==> src/rtl/bcd2_7seg_mux.sv <==
// Two-digit multiplexed 7-segment driver: latches a units/tens BCD pair and time-multiplexes it.
// Latency: outputs registered, one cycle behind the slot counter and held digits.
// No backpressure: load is accepted unconditionally on any edge; blank only gates the display.
module bcd2_7seg_mux #(
    parameter int REFRESH_DIV    = 50000,
    parameter int GUARD          = 4,
    parameter int BLANK_LZ       = 1,
    parameter int SEG_ACTIVE_LOW = 1,
    parameter int DIG_ACTIVE_LOW = 1
) (
    input  logic       clk,
    input  logic       rst,
    input  logic       load,
    input  logic [3:0] uni,
    input  logic [3:0] dec,
    input  logic       blank,
    output logic [6:0] seg,
    output logic [1:0] dig_en,
    output logic       frame,
    output logic       err
);

    localparam int CW = (REFRESH_DIV > 1) ? $clog2(REFRESH_DIV) : 1;
    localparam logic [CW-1:0] CNT_LAST  = CW'(REFRESH_DIV - 1);
    localparam logic [CW-1:0] CNT_GUARD = CW'(GUARD);
    // XOR masks turn active-high internal codes into pin polarity
    localparam logic [6:0] SEG_XOR = (SEG_ACTIVE_LOW != 0) ? 7'h7F : 7'h00;
    localparam logic [1:0] DIG_XOR = (DIG_ACTIVE_LOW != 0) ? 2'b11 : 2'b00;

    logic [3:0]    uni_q;
    logic [3:0]    dec_q;
    logic [CW-1:0] cnt;
    logic          slot;        // 0 = units slot, 1 = tens slot
    logic          slot_end;
    logic [6:0]    seg_nxt;     // active-high segment code
    logic [1:0]    dig_nxt;     // active-high digit enables

    // BCD to gfedcba, anything above 9 shows a dash
    function automatic logic [6:0] decode(input logic [3:0] v);
        case (v)
            4'd0:    decode = 7'h3F;
            4'd1:    decode = 7'h06;
            4'd2:    decode = 7'h5B;
            4'd3:    decode = 7'h4F;
            4'd4:    decode = 7'h66;
            4'd5:    decode = 7'h6D;
            4'd6:    decode = 7'h7D;
            4'd7:    decode = 7'h07;
            4'd8:    decode = 7'h7F;
            4'd9:    decode = 7'h6F;
            default: decode = 7'h40;
        endcase
    endfunction

    assign slot_end = (cnt == CNT_LAST);

    // Held digits, slot counter and active-slot toggle
    always_ff @(posedge clk) begin
        if (rst) begin
            uni_q <= 4'd0;
            dec_q <= 4'd0;
            cnt   <= '0;
            slot  <= 1'b0;
        end else begin
            if (load) begin
                uni_q <= uni;
                dec_q <= dec;
            end
            if (slot_end) begin
                cnt  <= '0;
                slot <= ~slot;
            end else begin
                cnt <= cnt + 1'b1;
            end
        end
    end

    // Select what the next display cycle shows; guard gap keeps both digits dark to stop ghosting
    always_comb begin
        seg_nxt = 7'h00;
        dig_nxt = 2'b00;
        if (!blank && (cnt >= CNT_GUARD)) begin
            if (!slot) begin
                seg_nxt = decode(uni_q);
                dig_nxt = 2'b01;
            end else if (!((BLANK_LZ != 0) && (dec_q == 4'd0))) begin
                // an invalid tens code is nonzero, so it is never suppressed here
                seg_nxt = decode(dec_q);
                dig_nxt = 2'b10;
            end
        end
    end

    // Registered pin outputs with polarity applied, frame pulse and error flag
    always_ff @(posedge clk) begin
        if (rst) begin
            seg    <= SEG_XOR;
            dig_en <= DIG_XOR;
            frame  <= 1'b0;
            err    <= 1'b0;
        end else begin
            seg    <= seg_nxt ^ SEG_XOR;
            dig_en <= dig_nxt ^ DIG_XOR;
            frame  <= slot_end & slot;
            err    <= (uni_q > 4'd9) | (dec_q > 4'd9);
        end
    end

endmodule

==> config.mk <==
export PLATFORM = sky130hd
export DESIGN_NAME = bcd2_7seg_mux
export DESIGN_NICKNAME = d
export VERILOG_FILES = /design/src/rtl/bcd2_7seg_mux.sv
export SDC_FILE = /design/constraint.sdc
export NUM_CORES = 1
export LEC_CHECK = 0
export ABC_AREA = 0
export CORE_ASPECT_RATIO = 0.7
export CORE_MARGIN = 8
export CORE_UTILIZATION = 30
export CTS_CLUSTER_DIAMETER = 120
export DETAILED_ROUTE_END_ITERATION = 10
export PLACE_DENSITY_LB_ADDON = 0.3
export SLEW_MARGIN = 20
export SYNTH_ARGS = -nofsm -noshare
export SYNTH_HDL_FRONTEND = slang
export SYNTH_SLANG_ARGS = --single-unit
==> constraint.sdc <==
create_clock -name clk -period 2.4 [get_ports clk]
set_clock_uncertainty 0.05 [all_clocks]
set_input_delay 0.24 -clock clk [delete_from_list [all_inputs] [get_ports clk]]
set_output_delay 0.24 -clock clk [all_outputs]
set_load 0.05 [all_outputs]
; ---- Yosys cells after proc, flatten, opt, wreduce, memory -nomap -nowiden
; Memory sizes are Yosys's and may differ from the RTL's. A register that Yosys moved wholly into a read port is not among the register bits.
; Cells that the tools add are included.
[op_classes]
n_mux = 10
n_addsub = 1
bitwise = 5
magnitude_cmp = 3
mul = 0
reduce_logical = 4
n_div = 0
n_eq_ne = 1
shift = 0
[ops]
columns = op, n
row1 = $mux W7, 3
row2 = $add A16 B1 Y16 const B, 1
row3 = $eq A16 B16 Y1 const B, 1
row4 = $ge A16 B3 Y1 const B, 1
row5 = $mux W4, 4
row6 = $gt A4 B4 Y1 const B, 2
row7 = $not A7 Y7, 1
row8 = $mux W2, 3
row9 = $logic_not A4 Y1, 1
row10 = $not A2 Y2, 1
row11 = $reduce_or A2 Y1, 1
row12 = $and A1 B1 Y1, 1
row13 = $logic_and A1 B1 Y1, 1
row14 = $logic_not A1 Y1, 1
row15 = $not A1 Y1, 1
row16 = $or A1 B1 Y1, 1
[totals]
ram_bits = 0
wordCells = 34
latch_bits = 0
n_memories = 2
register_bits = 36
inputBits = 12
romBits = 224
[memory_table]
columns = name, words, word_bits, rd, rd_clocked_by_memory_dff, wr, line_no
row1 = (no name shown), 16, 7, 1, 1, 0, 40  ; case (v)
row2 = (no name shown), 16, 7, 1, 1, 0, 40

; ---- Longest topological paths before layout
[logic_depth]
depth_word = 5
ltp_mapped = 8
mapped_depth_nobuf = 6

; ---- Least setup slack after synthesis
; Ideal clock, no wire load.
[synth_timing]
kind = register to register
start = reg cnt[11]
end = reg slot
t_arrival_ps = 1849
period_less_slack_ps = 1969
slack_ps = 431
stages_incl_launch_ff = 5
path_buffers = 0
setup_time_ps = 70
cell_sequence = dfxtp_1 -> or4_4 -> or4_4 -> or3_1 -> a21oi_1
[synth_via]
elab_chain_cells = 1
[synth_lines]
columns = item, line_no
row1 = from (decl), 32  ; logic [CW-1:0] cnt;
row2 = from (signal assigned), 73  ; cnt <= cnt + 1'b1;
row3 = $eq A16 B16 Y1, 55  ; assign slot_end = (cnt == CNT_LAST);
row4 = to (signal assigned), 71  ; slot <= ~slot;
row5 = to (decl), 33  ; logic slot;
; No other way between the ends.
; A chain may end at the register's enable or synchronous reset.

; ---- Worst setup path after layout
[layout_timing]
start = reg cnt[11]
end = reg cnt[15]
[layout_via]
elab_chain_cells = 2
[layout_lines]
columns = item
row1 = "parallel branches: the longest is 2 deep, another holds $add A16 B1 Y16"
; Parallel ways; which one is timed is not known.

==> metrics.txt <==
status complete, no violations; largest net degree at the start of global routing 16; routed wire length 4.32 mm; Seq/Total Area, Yosys roughly 47%; antenna violations before repair 0; Post-layout nets approximately 280; PortBufs 22; pre-CTS setup slack around 0.20 ns; num rows 25; WL/cell approximately 13 um; Yosys reg bits 50; min Tclk post-route roughly 2.1 ns; Reg clk slew, reported paths roughly 0.090 ns; worst skew pair latency about 0.3 ns; ys flop type dfxtp_1; Hold Path Class register to register; Netlist cell types 34; post-route ant nets 0; TritonCTS buffer count 5; DR iter-0 viols 92; ANT cells 0; Cells after Synth 220; num ports 23; Max-Cap Viols 0; fin area approximately 2600 um2; Synth Area per Inst 9.78 um2; Fin. Hold Viols 0; grt total ovfl 0; share of cells above drive strength 1 approximately 13%; Synth Net Count approximately 250; fin util around 38%; drt pass-1 iters 4; RSZ-0062 raised after global routing no; Post-Syn Area around 2200 um2; DRC viols 0; GPL Wtd Cong roughly 0.8; Placed Area between 2000 and 2500 um2; asr flop ratio synth 0%; yosys warns 0; Crit Path Class register to register; gr usage total 8.87%; htree depth 2; worst vdd ir slightly below 0.3 mV; Post-DP HPWL 3.23 mm; cts hold-fix bufs 0; # resized after CTS 0; CORE AREA 6850 um2; setup TNS 0 ns; WP data arrival roughly 2.3 ns; Area Overhead vs Synth 20.8%; Max-Slew Margin vs Limit 65.5%; Reg2Reg Depth 4; clock sink total 50; DR vias about 1600; hold path cells 2; final worst slack between 0.2 and 0.3 ns; Post-synth EDFFs 0; first-pass GRT wire length slightly above 7 mm; worst-margin pin slew 0.512 ns; Final setup viols 0; Max Slew Vio Count 0; die height roughly 87 um; vias in the first global route roughly 1500; crit share post-route between 80% and 90%; post-CTS setup buffer count 0; CP Launch Type register; crit end category register; crit-path max FO 15; Vias per Instance 4.57; CTS tree done; Achievable Freq 0.470 GHz; Clock Path Buffers 2; Starting Density about a third; DIE AREA ~10000 um2; Leak just over 1 nW; Root Buffer clkbuf_8; Die Wd around 120 um; CP required 2.53 ns; power per cell area roughly 630 nW/um2
[path summary, 6_finish.rpt]
path / from / endpoint / slack, ns
min reg2reg: slot / slot / 0.44
min: slot / slot / 0.44
max: cnt[11] / cnt[15] / 0.27
max reg2reg: cnt[11] / cnt[15] / 0.27
[critical path, cell delays in order (launching register included)]
cell and delay (ns):
dfxtp_1 0.38, or4_4 0.54, or4_4 0.59, o21bai_4 0.35, nor2_1 0.10
[cell usage after synthesis (2+ instances only)]
cell type / instances / area [um2]
or4_4: 2 / 22.5
inv_1: 17 / 63.8
o22ai_1: 8 / 50.1
nand3_1: 5 / 25.0
or2_2: 11 / 68.8
mux2i_1: 12 / 120
nand4_1: 4 / 25.0
nor4_1: 8 / 50.1
dfxtp_1: 50 / 1000
mux2_2: 2 / 22.5
clkbuf_1: 2 / 7.51
a21oi_1: 6 / 30.0
nor2_1: 28 / 105
a22oi_1: 7 / 52.6
o21ai_0: 5 / 25.0
a31o_2: 2 / 17.5
nand2b_1: 2 / 12.5
nand2_1: 3 / 11.3
a211o_1: 2 / 17.5
ha_1: 14 / 175
nor3_1: 4 / 20.0
xnor2_1: 13 / 114
a211oi_1: 2 / 15.0
[layout make-up]
type                            instances  area (um2)
Clock buffer                            6        72.6
Clock inverter                          2        37.5
Fill cell                             673        4250
Inverter                               18        67.6
Multi-Input combinational cell        146        1040
Sequential cell                        50        1000
Tap cell                               94         118
Timing Repair Buffer                   28         265
[cells by family (layout without fill, tap and decap cells)]
kind of cell / after synthesis / in the layout / share of synthesized area (%)
multiplexers: 14 / 14 / 6.63
adder cells (fa/ha/maj): 14 / 14 / 8.14
buffers and inverters: 24 / 54 / 5.24
flip-flops: 50 / 50 / 46.5
XOR/XNOR: 14 / 14 / 5.70
AO/OA/AOI/OAI: 34 / 34 / 11.0
AND/OR/NAND/NOR: 70 / 70 / 16.8
[power breakdown]
group | internal, mW | total (mW) | switching, mW
combinational | 0.0809 | 0.168 | 0.0870
clock | 0.311 | 0.581 | 0.270
sequential | 0.871 | 0.892 | 0.0206
[metal layers]
metal / track usage, % / vias up / share of wire, %
li1: - / 815 / -
met3: 2.08 / 4 / 3.8
met5: 0 / - / 0
met2: 11.8 / 26 / 39
met4: 3.47 / 0 / 1.2
met1: 13.0 / 727 / 56
[per-stage QoR]
step                power (mW)  hold WS, ns  cells
global placement          1.08        0.417    336
detailed placement        1.08        0.436    336
finish                    1.64        0.443    344
global route              1.71        0.475    344
floorplan                 1.02        0.357    220
CTS                       1.66        0.452    344
[cells in the final DEF (no fill, tap or decap), types with 2 or more instances in the layout]
cell type        instances
nand2_1                  3
or4_4                    2
dfxtp_1                 50
nand2b_1                 2
a211oi_1                 2
buf_4                    6
xnor2_1                 13
o22ai_1                  8
ha_1                    14
clkdlybuf4s50_1         22
inv_1                   17
or2_2                   11
nor2_1                  28
clkbuf_8                 5
a22oi_1                  7
mux2i_1                 12
a211o_1                  2
nand3_1                  5
o21ai_0                  5
nand4_1                  4
nor4_1                   8
a31o_2                   2
mux2_2                   2
nor3_1                   4
a21oi_1                  6
Note: power is estimated with default switching activity, not from simulation.
